**src/rtl/exu_wbck_arb_pkg.sv**
```systemverilog
`default_nettype none
// ============================================================================
// Module      : exu_wbck_arb_pkg
// Description : Shared widths and writeback-source encodings for the EXU
//               writeback arbiter.
//               XLEN         - register data width
//               RFIDX_WIDTH  - register index width
//               WBCK_SRC_*   - encoding of rf_wbck_o_src
// Revision    : 1.0 - initial release
// ============================================================================
package exu_wbck_arb_pkg;

    localparam int XLEN        = 32;
    localparam int RFIDX_WIDTH = 5;

    localparam logic WBCK_SRC_ALU = 1'b0;
    localparam logic WBCK_SRC_LSU = 1'b1;

    typedef logic [XLEN-1:0]        xlen_t;
    typedef logic [RFIDX_WIDTH-1:0] rfidx_t;

    // Index 0 is the hard-wired zero register; writes to it are discarded.
    function automatic logic is_x0(input rfidx_t idx);
        return (idx == '0);
    endfunction

endpackage
`default_nettype wire

```
**src/rtl/exu_wbck_arb_if.sv**
```systemverilog
`default_nettype none
// ============================================================================
// Module      : exu_wbck_arb_if
// Description : Bundle of the ALU and LSU writeback request channels and the
//               registered regfile write port.
//               master - requester/regfile side (drives valids and data)
//               slave  - arbiter side (drives readies and rf_wbck_o_*)
// Revision    : 1.0 - initial release
// ============================================================================
interface exu_wbck_arb_if;
    import exu_wbck_arb_pkg::*;

    logic   alu_wbck_i_valid;
    logic   alu_wbck_i_ready;
    xlen_t  alu_wbck_i_wdat;
    rfidx_t alu_wbck_i_rdidx;

    logic   lsu_wbck_i_valid;
    logic   lsu_wbck_i_ready;
    xlen_t  lsu_wbck_i_wdat;
    rfidx_t lsu_wbck_i_rdidx;

    logic   rf_wbck_o_ena;
    xlen_t  rf_wbck_o_wdat;
    rfidx_t rf_wbck_o_rdidx;
    logic   rf_wbck_o_src;

    modport master (
        output alu_wbck_i_valid, alu_wbck_i_wdat, alu_wbck_i_rdidx,
        output lsu_wbck_i_valid, lsu_wbck_i_wdat, lsu_wbck_i_rdidx,
        input  alu_wbck_i_ready, lsu_wbck_i_ready,
        input  rf_wbck_o_ena, rf_wbck_o_wdat, rf_wbck_o_rdidx, rf_wbck_o_src
    );

    modport slave (
        input  alu_wbck_i_valid, alu_wbck_i_wdat, alu_wbck_i_rdidx,
        input  lsu_wbck_i_valid, lsu_wbck_i_wdat, lsu_wbck_i_rdidx,
        output alu_wbck_i_ready, lsu_wbck_i_ready,
        output rf_wbck_o_ena, rf_wbck_o_wdat, rf_wbck_o_rdidx, rf_wbck_o_src
    );

endinterface
`default_nettype wire

```
**src/rtl/exu_wbck_arb_pick.sv**
```systemverilog
`default_nettype none
// ============================================================================
// Module      : exu_wbck_pick
// Description : Two-input priority picker. The LSU wins a contended cycle
//               unless alu_promote is set. Grants are one-hot or zero and
//               never issued to an invalid requester.
//               lsu_valid/alu_valid - requests
//               alu_promote         - ALU has been starved long enough
//               lsu_grant/alu_grant - one-hot grants
// Revision    : 1.0 - initial release
// ============================================================================
module exu_wbck_pick (
    input  logic lsu_valid,
    input  logic alu_valid,
    input  logic alu_promote,
    output logic lsu_grant,
    output logic alu_grant
);

    always_comb begin
        alu_grant = alu_valid & (~lsu_valid | alu_promote);
        lsu_grant = lsu_valid & ~(alu_valid & alu_promote);
    end

endmodule
`default_nettype wire

```
**src/rtl/exu_wbck_arb.sv**
```systemverilog
`default_nettype none
// ============================================================================
// Module      : exu_wbck_arb
// Description : Shares the single regfile write port between the ALU and the
//               LSU. LSU has priority; an ALU denied STARVE_MAX consecutive
//               cycles is promoted over the LSU. The write command is
//               registered (one-cycle ena pulse per accept); x0 writes are
//               consumed but never reach the regfile.
//               clk   - core clock
//               rst_n - asynchronous active-low reset
//               wb    - request channels and regfile port (slave side)
// Revision    : 1.0 - initial release
// ============================================================================
module exu_wbck_arb
    import exu_wbck_arb_pkg::*;
#(
    parameter int STARVE_MAX = 3,
    parameter int CNT_W      = 4
) (
    input  logic               clk,
    input  logic               rst_n,
    exu_wbck_arb_if.slave      wb
);

    localparam logic [CNT_W-1:0] c_starve_max = CNT_W'(STARVE_MAX);

    logic [CNT_W-1:0] r_starve_cnt;
    logic             r_ena;
    xlen_t            r_wdat;
    rfidx_t           r_rdidx;
    logic             r_src;

    logic             w_alu_promote;
    logic             w_alu_grant;
    logic             w_lsu_grant;
    logic             w_accept;
    xlen_t            w_wdat;
    rfidx_t           w_rdidx;
    logic             w_write;

    assign w_alu_promote = (r_starve_cnt == c_starve_max);

    exu_wbck_pick u_pick (
        .lsu_valid   (wb.lsu_wbck_i_valid),
        .alu_valid   (wb.alu_wbck_i_valid),
        .alu_promote (w_alu_promote),
        .lsu_grant   (w_lsu_grant),
        .alu_grant   (w_alu_grant)
    );

    // Regfile never stalls, so a grant is a completed handshake.
    assign wb.alu_wbck_i_ready = w_alu_grant;
    assign wb.lsu_wbck_i_ready = w_lsu_grant;

    // Grants are only issued to valid requesters.
    assign w_accept = w_alu_grant | w_lsu_grant;
    assign w_wdat   = w_lsu_grant ? wb.lsu_wbck_i_wdat  : wb.alu_wbck_i_wdat;
    assign w_rdidx  = w_lsu_grant ? wb.lsu_wbck_i_rdidx : wb.alu_wbck_i_rdidx;
    assign w_write  = w_accept & ~is_x0(w_rdidx);

    // Counts consecutive cycles the ALU was waiting but lost; any cycle in
    // which it is either served or idle restarts the count.
    always_ff @(posedge clk or negedge rst_n) begin
        if (!rst_n) begin
            r_starve_cnt <= '0;
        end else if (wb.alu_wbck_i_valid && !w_alu_grant) begin
            if (r_starve_cnt != c_starve_max) begin
                r_starve_cnt <= r_starve_cnt + CNT_W'(1);
            end
        end else begin
            r_starve_cnt <= '0;
        end
    end

    // Data registers only move on a real (non-x0) write so the regfile port
    // keeps showing the last committed write between pulses.
    always_ff @(posedge clk or negedge rst_n) begin
        if (!rst_n) begin
            r_ena   <= 1'b0;
            r_wdat  <= '0;
            r_rdidx <= '0;
            r_src   <= WBCK_SRC_ALU;
        end else begin
            r_ena <= w_write;
            if (w_write) begin
                r_wdat  <= w_wdat;
                r_rdidx <= w_rdidx;
                r_src   <= w_lsu_grant ? WBCK_SRC_LSU : WBCK_SRC_ALU;
            end
        end
    end

    assign wb.rf_wbck_o_ena   = r_ena;
    assign wb.rf_wbck_o_wdat  = r_wdat;
    assign wb.rf_wbck_o_rdidx = r_rdidx;
    assign wb.rf_wbck_o_src   = r_src;

endmodule
`default_nettype wire

```
**src/flat_wrapper.sv**
```systemverilog
// flat-port wrapper written by rule: the top's interface ports become plain ports
module exu_wbck_arb_flat import exu_wbck_arb_pkg::*;
#(
    parameter int STARVE_MAX = 3,
    parameter int CNT_W      = 4
)
  (clk, rst_n, wb_alu_wbck_i_valid, wb_alu_wbck_i_wdat, wb_alu_wbck_i_rdidx, wb_lsu_wbck_i_valid, wb_lsu_wbck_i_wdat, wb_lsu_wbck_i_rdidx, wb_alu_wbck_i_ready, wb_lsu_wbck_i_ready, wb_rf_wbck_o_ena, wb_rf_wbck_o_wdat, wb_rf_wbck_o_rdidx, wb_rf_wbck_o_src);
  exu_wbck_arb_if wb_i ();
  input  logic clk;
  input  logic rst_n;
  input wire logic [$bits(wb_i.alu_wbck_i_valid)-1:0] wb_alu_wbck_i_valid;
  input wire logic [$bits(wb_i.alu_wbck_i_wdat)-1:0] wb_alu_wbck_i_wdat;
  input wire logic [$bits(wb_i.alu_wbck_i_rdidx)-1:0] wb_alu_wbck_i_rdidx;
  input wire logic [$bits(wb_i.lsu_wbck_i_valid)-1:0] wb_lsu_wbck_i_valid;
  input wire logic [$bits(wb_i.lsu_wbck_i_wdat)-1:0] wb_lsu_wbck_i_wdat;
  input wire logic [$bits(wb_i.lsu_wbck_i_rdidx)-1:0] wb_lsu_wbck_i_rdidx;
  output wire logic [$bits(wb_i.alu_wbck_i_ready)-1:0] wb_alu_wbck_i_ready;
  output wire logic [$bits(wb_i.lsu_wbck_i_ready)-1:0] wb_lsu_wbck_i_ready;
  output wire logic [$bits(wb_i.rf_wbck_o_ena)-1:0] wb_rf_wbck_o_ena;
  output wire logic [$bits(wb_i.rf_wbck_o_wdat)-1:0] wb_rf_wbck_o_wdat;
  output wire logic [$bits(wb_i.rf_wbck_o_rdidx)-1:0] wb_rf_wbck_o_rdidx;
  output wire logic [$bits(wb_i.rf_wbck_o_src)-1:0] wb_rf_wbck_o_src;
  assign wb_i.alu_wbck_i_valid = wb_alu_wbck_i_valid;
  assign wb_i.alu_wbck_i_wdat = wb_alu_wbck_i_wdat;
  assign wb_i.alu_wbck_i_rdidx = wb_alu_wbck_i_rdidx;
  assign wb_i.lsu_wbck_i_valid = wb_lsu_wbck_i_valid;
  assign wb_i.lsu_wbck_i_wdat = wb_lsu_wbck_i_wdat;
  assign wb_i.lsu_wbck_i_rdidx = wb_lsu_wbck_i_rdidx;
  assign wb_alu_wbck_i_ready = wb_i.alu_wbck_i_ready;
  assign wb_lsu_wbck_i_ready = wb_i.lsu_wbck_i_ready;
  assign wb_rf_wbck_o_ena = wb_i.rf_wbck_o_ena;
  assign wb_rf_wbck_o_wdat = wb_i.rf_wbck_o_wdat;
  assign wb_rf_wbck_o_rdidx = wb_i.rf_wbck_o_rdidx;
  assign wb_rf_wbck_o_src = wb_i.rf_wbck_o_src;
  exu_wbck_arb #(.STARVE_MAX(STARVE_MAX), .CNT_W(CNT_W)) u_core (.clk(clk), .rst_n(rst_n), .wb(wb_i));
endmodule
```
**config.mk**
```make
export PLATFORM = sky130hd
export DESIGN_NAME = exu_wbck_arb_flat
export DESIGN_NICKNAME = d
export VERILOG_FILES = /design/src/rtl/exu_wbck_arb_pkg.sv /design/src/rtl/exu_wbck_arb_if.sv /design/src/rtl/exu_wbck_arb_pick.sv /design/src/rtl/exu_wbck_arb.sv /design/src/flat_wrapper.sv
export SDC_FILE = /design/constraint.sdc
export NUM_CORES = 1
export LEC_CHECK = 0
export BUFFER_PORTS_ARGS = -buffer_cell sky130_fd_sc_hd__buf_2
export CAP_MARGIN = 25
export CORE_ASPECT_RATIO = 0.8
export CORE_MARGIN = 2
export CORE_UTILIZATION = 25
export CTS_CLUSTER_DIAMETER = 100
export CTS_CLUSTER_SIZE = 20
export DETAILED_ROUTE_END_ITERATION = 8
export PLACE_DENSITY = 0.6
export SETUP_SLACK_MARGIN = 0.4
export SLEW_MARGIN = 20
export SYNTH_ARGS = -nofsm -noshare
export SYNTH_HDL_FRONTEND = slang
export SYNTH_SLANG_ARGS = --single-unit
```
**constraint.sdc**
```tcl
create_clock -name clk -period 2.35 [get_ports clk]
set_clock_uncertainty 0.05 [all_clocks]
set_input_delay 0.235 -clock clk [delete_from_list [all_inputs] [get_ports clk]]
set_output_delay 0.235 -clock clk [all_outputs]
set_load 0.01 [all_outputs]
```
==> results of run 1 <==
## metal layers
layer	up-vias	GRT usage [%]	part of all wire, %
met5	-	0	0
met4	0	3.409	1.1
met3	8	2.915	8.9
met2	88	18.74	45
met1	775	15.60	45
li1	820	-	-
## cell families after synthesis
kind of cell	Yosys count	share of synthesized area, %
multiplexers	72	40.47
adder cells (fa/ha/maj)	1	0.5542
flip-flops	43	47.67
AO/OA/AOI/OAI	8	3.216
XOR/XNOR	2	0.7762
buffers and inverters	10	2.827
AND/OR/NAND/NOR	16	4.491
## cells in the mapped netlist
| cell | instances |
|---|---|
| inv_2 | 1 |
| ha_1 | 1 |
| buf_2 | 3 |
| nand3_1 | 2 |
| a21boi_0 | 1 |
| or4_1 | 2 |
| nor2_1 | 6 |
| buf_6 | 3 |
| o31ai_1 | 1 |
| inv_1 | 2 |
| nor4_1 | 1 |
| mux2i_1 | 2 |
| xnor2_1 | 1 |
| a211oi_2 | 1 |
| nor2_2 | 1 |
| o21ai_0 | 2 |
| a211oi_4 | 1 |
| mux2_2 | 42 |
| nand4bb_4 | 1 |
| dfrtp_1 | 43 |
| xor2_1 | 1 |
| o22ai_1 | 1 |
| o311ai_0 | 1 |
| buf_1 | 1 |
| mux2_4 | 28 |
| nand2_1 | 2 |
| and3_1 | 1 |
## sequential cells by signal, indices dropped and copies added (netlist names)
name                       count
u_core.wb.rf_wbck_o_rdidx      5
u_core.r_starve_cnt            4
u_core.wb.rf_wbck_o_ena        1
u_core.wb.rf_wbck_o_src        1
u_core.wb.rf_wbck_o_wdat      32
## path summary, 6_finish.rpt
path,startpoint,to,slack (ps),cells after the start
setup / recovery,u_core.r_starve_cnt[1]$_DFFE_PN0P_,u_core.wb.rf_wbck_o_wdat[18]$_DFFE_PN0P_,470,8
hold / removal,rst_n,u_core.wb.rf_wbck_o_wdat[6]$_DFFE_PN0P_,-20,1
setup reg to reg,u_core.r_starve_cnt[1]$_DFFE_PN0P_,u_core.wb.rf_wbck_o_wdat[18]$_DFFE_PN0P_,470,8
hold reg to reg,u_core.wb.rf_wbck_o_wdat[7]$_DFFE_PN0P_,u_core.wb.rf_wbck_o_wdat[7]$_DFFE_PN0P_,460,1
max in group asynchronous,rst_n,u_core.wb.rf_wbck_o_wdat[15]$_DFFE_PN0P_,1630,2
min in group clk,wb_lsu_wbck_i_rdidx[1],u_core.wb.rf_wbck_o_rdidx[1]$_DFFE_PN0P_,220,3
## area by class of cell
cell class                      count  area [um2]  area share [%]
Multi-Input combinational cell     99        1171           35.20
Sequential cell                    43        1076           32.34
Timing Repair Buffer              133       769.5           23.13
Clock buffer                        8       156.4           4.701
Tap cell                          112       140.1           4.212
Inverter                            3       13.76          0.4137
## power by group
| part | switching (mW) | total (mW) | internal, mW |
|---|---|---|---|
| combinational | 0.196 | 0.482 | 0.286 |
| clock | 0.272 | 0.724 | 0.452 |
| sequential | 0.0437 | 0.865 | 0.821 |
| total | 0.512 | 2.07 | 1.56 |
## what timing repair did
item	CTS	global route
resized for setup	3	12
pin swaps	2	0
hold buffers	0	0
buffers inserted	2	1
gates cloned	0	1
setup endpoints to repair	37	36
## critical path: stages (launching register included)
cell and delay (ps):
dfrtp_1 390, ha_4 160, nand4bb_4 150, nand2_4 120
inv_4 40, a211oi_4 200, buf_6 170, buf_8 160
mux2_4 310
==> results.toml, run 1 <==
[power]
power_leakage_nw = 1.683
powerDensity_nw_per_um2 = 622.5
power_mw = 2.071
ir_worst_vdd_mv = 0.2795

[cts]
htreeDepth = 2
cts_tree = "built"
clkSinkCount = 43
clockBufferDepth = 2
clk_pin_slew_worst_paths_ps = 60
cts_buffers = 5
clkLatencyLatePin_ps = 280
cts-root-buf = "clkbuf_16"

[run_status]
violations = "hold timing"
status = "complete, but fails checks"

[placement]
dpl.hpwl_um = 4086
placed_area_um2 = 3065
dp_cells = 386
place_ws_ps = -49.97
numPortBuffers = 118
gp_congestion = 0.7776

[synthesis]
synth.cell_area_um2 = 2257
ys_warn_count = 0
yosysTopAreaCellShare_pct = 47.67
yosys.area.top_type = "dfrtp_1"
synth_area_per_cell_um2 = 14.85
synthesis.nets = 231
yosys-top-cells-area = "dfrtp_1 (48%), mux2_2 (21%), mux2_4 (19%)"
synth-seq-cells = 43
post_synth_num_cell_types = 27
seq_area_frac_synth_pct = 47.67
synth_cells = 152

[sta]
setup_violations = 0
fin_crit_ps = 1885
slew_headroom_pct = 49.51
setup_ws_ps = 465.4
rsz0062_at_grt = "yes"
worst_slew_pin_slew_ps = 757.4
tns_ps = 0
finalHoldViolCount = 32
hold_slack_ps = -24.65
fin_crit_sh_pct = 80.20
fmax_mhz = 530.6
slew_violations = 0

[final_layout]
antenna_cells = 0
area_growth_pct = 47.39
instances_no_fill = 398
fin_area_um2 = 3327
layout_common_cells = "buf_2 (118), dfrtp_1 (43), mux2_2 (35), mux2_4 (35), buf_4 (9)"
layout.nets = 364
final_common_cell = "buf_2"
final_core_util_pct = 38.54
drive_gt1_share_pct = 75.87
fillers = 878

[die]
num_io_pins = 119
die_area_um2 = 9809
start_util_pct = 26.14
coreArea_um2 = 8633
die_h_um = 88.99
rows = 30
die_x_um = 110.2

[worst_setup_path]
required_ps = 2460
cp-start-kind = "flip-flop"
cp.arrival_ps = 2000
end_kind = "flip-flop"
crit_type = "reg2reg"
crit_fanout = 9

[global_routing]
grt_max_degree = 39
antenna_found_initial = 0
grt_usage_pct = 11.65
grt-ovfl-total = 0
grt_pass1_vias = 1775
grt_first_pass_wirelength_um = 8666

[route]
viasPerCell = 4.249
num_vias = 1691
drt_iter0_drc = 30
ant_nets = 0
drc = 0
wirelength_um = 5604
wl_per_cell_um = 14.08
drt_first_pass_iters = 4

[run]
maxCapViolCount = 0

[min_path]
hp-class = "in2async"
Note: power is estimated with default switching activity, not from simulation.
==> run 2, diff against run 1 <==
==> constraint.sdc (replaced) <==
create_clock -name clk -period 1.94 [get_ports clk]
set_clock_uncertainty 0.05 [all_clocks]
set_input_delay 0.194 -clock clk [delete_from_list [all_inputs] [get_ports clk]]
set_output_delay 0.194 -clock clk [all_outputs]
set_load 0.01 [all_outputs]
==> run 2 against run 1 <==
  * The flow now finishes without violations
  * Register-to-register slack lost 410 ps
  * Global-route usage is essentially flat
  * Die area unchanged
  * Critical path depth unchanged
  * Clock-buffer cell count fell by 2
  * Worst hold slack improved by 200 ps
  * Fmax decreased by 0.13%
  * Highest routed layer unchanged
  * Utilization grew 1.0 points
  * Wire length up 0.73%
  * Critical endpoint is now u_core.wb.rf_wbck_o_wdat[14]$_DFFE_PN0P_
  * Design area rose by 2.6%
  * Combinational power rose by 22%
  * Clock power up 35%
==> results.toml, run 2 (synthesis gave the netlist of run 1 again) <==
[run_status]
status = "finished, final reports clean"

[worst_setup_path]
slowest_stage = "dfrtp_1"
cp.arrival_ps = 2000
crit_chain = "ha_4 > nand4bb_4 > nand2_4 > inv_4 > a211oi_4 > buf_6 > buf_12 > mux2_2"
crit_type = "reg2reg"
max_stage_delay_ps = 390
cpLargestDelayFamily = "flip-flops"
cp-start-kind = "flip-flop"
crit_fanout = 12
required_ps = 2060
worst-path-buf-inv = 3
end_kind = "flip-flop"

[cts]
clkSinkCount = 43
htreeDepth = 2
cts_buffers = 5
clk_pin_slew_worst_paths_ps = 60
clkLatencyLatePin_ps = 280
cts-root-buf = "clkbuf_16"
clockBufferDepth = 2
cts_tree = "built"

[power]
power_mw = 2.617
ir_worst_vdd_mv = 0.4776
powerDensity_nw_per_um2 = 766.6
power_leakage_nw = 1.706

[placement]
placed_area_um2 = 3105
gp_congestion = 0.8358
dpl.hpwl_um = 4304
numPortBuffers = 118
place_ws_ps = -75.04

[run]
maxCapViolCount = 0

[die]
die_h_um = 88.99
num_io_pins = 119
rows = 30
coreArea_um2 = 8633
die_x_um = 110.2
start_util_pct = 26.14
die_area_um2 = 9809

[final_layout]
drive_gt1_share_pct = 77.47
final_common_cell = "buf_2"
largest_reg_flops = 32
layout_common_cells = "buf_2 (117), dfrtp_1 (43), mux2_2 (42)"
area_growth_pct = 51.22
antenna_cells = 0
fillers = 846
fin_area_um2 = 3413
layout.nets = 371

[sta]
finalHoldViolCount = 0
worst_slew_pin_slew_ps = 538.2
rsz0062_at_grt = "yes"
fin_crit_sh_pct = 97.27
setup_violations = 0
fmax_mhz = 529.9
slew_headroom_pct = 64.12
setup_ws_ps = 52.90
fin_crit_ps = 1887
slew_violations = 0

[global_routing]
grt_max_degree = 23
grt_usage_pct = 11.62
antenna_found_initial = 0
grt_first_pass_wirelength_um = 8694
grt_pass1_vias = 1809
grt-ovfl-total = 0

[route]
wirelength_um = 5645
num_vias = 1714
drc = 0
viasPerCell = 4.232
drt_iter0_drc = 32
drt_first_pass_iters = 3
wl_per_cell_um = 13.94
ant_nets = 0

[min_path]
hp-class = "in2reg"
## run 2: cell count changes in the layout (fill, tap and decap cells not counted), sizes merged
cell,delta
clkbuf,-3
bufinv,+1
clkinv,+1
buf,+7
dlygate4sd3,+1
## run 2: stage by stage
step           instances  TNS (ps)  hold WS [ps]  utilization, %
6_report             405         0         173.6           39.54
5_1_grt              405    -266.6         186.6           39.54
4_1_cts              401         0         175.1           38.91
3_5_place_dp         388     -2123         163.7           35.97
3_3_place_gp         388     -1131         160.1           35.97
2_1_floorplan        152    -886.9        -151.6               -
## run 2: where the power goes
| group | total (mW) | leakage (nW) | switching (mW) | internal [mW] |
|---|---|---|---|---|
| logic | 0.589 | 1.11 | 0.239 | 0.350 |
| clock network | 0.980 | 0.0868 | 0.340 | 0.640 |
| registers | 1.05 | 0.507 | 0.0530 | 0.995 |
## run 2: final timing paths
path / startpoint / cells after the start / slack (ps) / end
worst max-delay path: u_core.r_starve_cnt[1]$_DFFE_PN0P_ / 8 / 50 / u_core.wb.rf_wbck_o_wdat[14]$_DFFE_PN0P_
worst min-delay path: wb_lsu_wbck_i_rdidx[1] / 3 / 170 / u_core.wb.rf_wbck_o_rdidx[1]$_DFFE_PN0P_
worst max register to register: u_core.r_starve_cnt[1]$_DFFE_PN0P_ / 8 / 50 / u_core.wb.rf_wbck_o_wdat[14]$_DFFE_PN0P_
worst min register to register: u_core.wb.rf_wbck_o_wdat[26]$_DFFE_PN0P_ / 1 / 450 / u_core.wb.rf_wbck_o_wdat[26]$_DFFE_PN0P_
max in group asynchronous: rst_n / 3 / 940 / u_core.wb.rf_wbck_o_wdat[16]$_DFFE_PN0P_
min in group asynchronous: rst_n / 2 / 390 / u_core.wb.rf_wbck_o_wdat[7]$_DFFE_PN0P_
## run 2: what timing repair did
action	4_1_cts	5_1_grt
endpoints found under the setup margin	40	41
buffers inserted	4	4
pin swaps	3	1
gates resized for setup	11	6
hold buffers	1	0
hold endpoints to repair	21	0
## run 2: final cells by class
cell class	instances	area [um2]	area share, %
flip-flops and latches	43	1076	31.52
clock inverters	2	35.03	1.026
well taps	112	140.1	4.106
repair buffers	140	840.8	24.63
inverters	3	13.76	0.4032
multi-input cells	99	1169	34.24
clock buffers	6	138.9	4.069
## run 2: tightest hold or removal path, cell delays in order
cell	delay (ps)
buf_2	90
mux2i_1	60
o22ai_1	110
## run 2: metal layers
layer	wire, um	track usage [%]	vias to the layer above
li1	-	-	833
met1	2609	14.43	791
met2	2537	20.02	83
met3	451	3.207	7
met4	47	3.068	0
met5	0	0	-
==> run 3, diff against run 2 <==
--- a/config.mk
+++ b/config.mk
@@ -9,11 +9,11 @@
 export CAP_MARGIN = 25
 export CORE_ASPECT_RATIO = 0.8
 export CORE_MARGIN = 2
-export CORE_UTILIZATION = 25
+export CORE_UTILIZATION = 30
 export CTS_CLUSTER_DIAMETER = 100
 export CTS_CLUSTER_SIZE = 20
 export DETAILED_ROUTE_END_ITERATION = 8
-export PLACE_DENSITY = 0.6
+export PLACE_DENSITY = 0.67
 export SETUP_SLACK_MARGIN = 0.4
 export SLEW_MARGIN = 20
 export SYNTH_ARGS = -nofsm -noshare
==> run 3 against run 2 <==
  * Clock-buffer cell count stayed put
  * Sequential share of layout area is 0.65 points higher
  * Critical path depth stayed put
  * Fmax fell by 1.1%
  * First-iteration DRC count is 9.4% lower
  * Critical endpoint is now u_core.wb.rf_wbck_o_wdat[19]$_DFFE_PN0P_
  * Design area shrank 2.0%
==> results.toml, run 3 (synthesis gave the netlist of run 1 again) <==
[power]
clkPwrFrac_pct = 25.4
p_sw_share_pct = 26.41
p_switching_mw = 0.5881
p_comb_share_pct = 27.5
p_int_mw = 1.639
ir_worst_vdd_mv = 0.2554
power_leakage_nw = 1.700
powerDensity_nw_per_um2 = 665.8
p_seq_share_pct = 47.1

[sta]
fmax_mhz = 523.9
rsz0062_at_grt = "yes"
worst_slew_pin_slew_ps = 624.0
fin_crit_sh_pct = 98.38
finalHoldViolCount = 0
slew_headroom_pct = 58.02
fin_crit_ps = 1909
slew_violations = 0
hold_slack_ps = 152.8
setup_violations = 0

[placement]
numPortBuffers = 118
gp_congestion = 0.8209
dpl.hpwl_um = 4108

[min_path]
hp-class = "in2reg"

[final_layout]
final_common_cell = "buf_2"
final_core_util_pct = 45.46
fillers = 704
drive_gt1_share_pct = 77.93
largest_reg_flops = 32
area_growth_pct = 48.17
layout.nets = 369
layout_common_cells = "buf_2 (117), dfrtp_1 (43), mux2_2 (35), mux2_4 (35), buf_4 (11)"
antenna_cells = 0

[route]
wirelength_um = 5573
num_vias = 1738
drt_iter0_drc = 29
drt_first_pass_iters = 4
viasPerCell = 4.574
ant_nets = 0
drc = 0
wl_per_cell_um = 14.67

[cts]
clk_pin_slew_worst_paths_ps = 80
clkLatencyLatePin_ps = 290
clkSinkCount = 43
clockBufferDepth = 2
cts_buffers = 5
htreeDepth = 2
cts_tree = "built"
cts-root-buf = "clkbuf_8"

[worst_setup_path]
required_ps = 2060
r2r_end = "u_core.wb.rf_wbck_o_wdat[19]$_DFFE_PN0P_"
cp-startpoint = "u_core.r_starve_cnt[1]$_DFFE_PN0P_"
r2r-start = "u_core.r_starve_cnt[1]$_DFFE_PN0P_"
cp.arrival_ps = 2030
crit_type = "reg2reg"
crit_chain = "ha_4 > nand4bb_4 > nand2_4 > inv_4 > a211oi_4 > buf_6 > buf_12 > mux2_4"
ff2ff_path_depth = 8
cp-start-kind = "flip-flop"
max_stage_delay_ps = 400
end_kind = "flip-flop"
endpoint = "u_core.wb.rf_wbck_o_wdat[19]$_DFFE_PN0P_"
crit_fanout = 8
slowest_stage = "dfrtp_1"
timing.reg2reg.setup_slack_ps = 30

[global_routing]
grt-ovfl-total = 0
grt_usage_pct = 13.58
grt_max_degree = 24
grt_use_met2_pct = 23.60
grt.busiest_layer = "met2"
grt_first_pass_wirelength_um = 8569
gr-usage-met1_pct = 16.87
grt_pass1_vias = 1764
antenna_found_initial = 0
grtUsageMet3_pct = 3.745

[die]
die_x_um = 101.0
start_util_pct = 30.68
rows = 28
coreArea_um2 = 7357
die_area_um2 = 8238
num_io_pins = 119
die_h_um = 81.58

[run_status]
status = "finished, final reports clean"

[run]
maxCapViolCount = 0
run 3: cell types whose count changed in the layout (fill, tap and decap cells not counted), moves of 4 or more:
cell,change
clkbuf_8,+5
mux2_2,-7
mux2_4,+7
clkbuf_16,-4
buf_6,-4
run 3: final cells by class:
type	instances	area (um2)	share of cell area, %
well taps	90	112.6	3.367
inverters	3	13.76	0.4115
clock buffers	6	82.58	2.469
repair buffers	138	835.8	24.99
clock inverters	1	5.005	0.1496
flip-flops and latches	43	1076	32.17
multi-input cells	99	1219	36.44
run 3: stage by stage:
stage | power [mW] | setup WS (ps) | std cells | TNS, ps | instance area [um2]
2_1_floorplan | 1.369 | -34.95 | 152 | -886.9 | 2281
3_3_place_gp | 1.612 | -24.12 | 367 | -508.6 | 3073
3_5_place_dp | 1.623 | -77.29 | 367 | -2042 | 3073
4_1_cts | 2.236 | 27.91 | 379 | 0 | 3264
5_1_grt | 2.357 | -56.92 | 380 | -1539 | 3344
6_report | 2.227 | 31.42 | 380 | 0 | 3344
run 3: power by group through the flow:
stage               combinational, mW  sequential [mW]  clock (mW)
finish                          0.612             1.05       0.567
global route                    0.665             1.06       0.629
CTS                             0.592             1.05       0.597
detailed placement              0.564             1.06           0
global placement                0.551             1.06           0
floorplan                       0.262             1.11           0
run 3: how the worst min path moves through the flow:
stage	start	to	slack, ps	cells past startpoint
floorplan	rst_n	u_core.r_starve_cnt[0]$_DFFE_PN0P_	-150	0
global placement	rst_n	u_core.wb.rf_wbck_o_wdat[11]$_DFFE_PN0P_	130	1
detailed placement	rst_n	u_core.wb.rf_wbck_o_wdat[11]$_DFFE_PN0P_	130	1
CTS	wb_lsu_wbck_i_rdidx[4]	u_core.wb.rf_wbck_o_rdidx[4]$_DFFE_PN0P_	150	3
global route	wb_alu_wbck_i_valid	u_core.r_starve_cnt[0]$_DFFE_PN0P_	170	3
finish	wb_alu_wbck_i_valid	u_core.r_starve_cnt[0]$_DFFE_PN0P_	150	3
run 3: critical path, delay by kind of cell (launching register included):
kind | cells | cell delay [ps]
flip-flops | 1 | 400
adder cells (fa/ha/maj) | 1 | 170
multiplexers | 1 | 300
AO/OA/AOI/OAI | 1 | 190
buffers and inverters | 3 | 400
AND/OR/NAND/NOR | 2 | 290
run 3: timing repair:
item | 4_1_cts | 5_1_grt
setup endpoints to repair | 43 | 43
cloned | 1 | 1
gates resized for setup | 12 | 13
buffers inserted | 3 | 0
pin swaps | 4 | 2
endpoints found under the hold margin | 20 | 0
hold buffers | 1 | 0
run 3: routing by layer:
layer,vias to the layer above,wire (um)
li1,823,-
met1,832,2422
met5,-,0
met3,4,390
met2,79,2735
met4,0,25
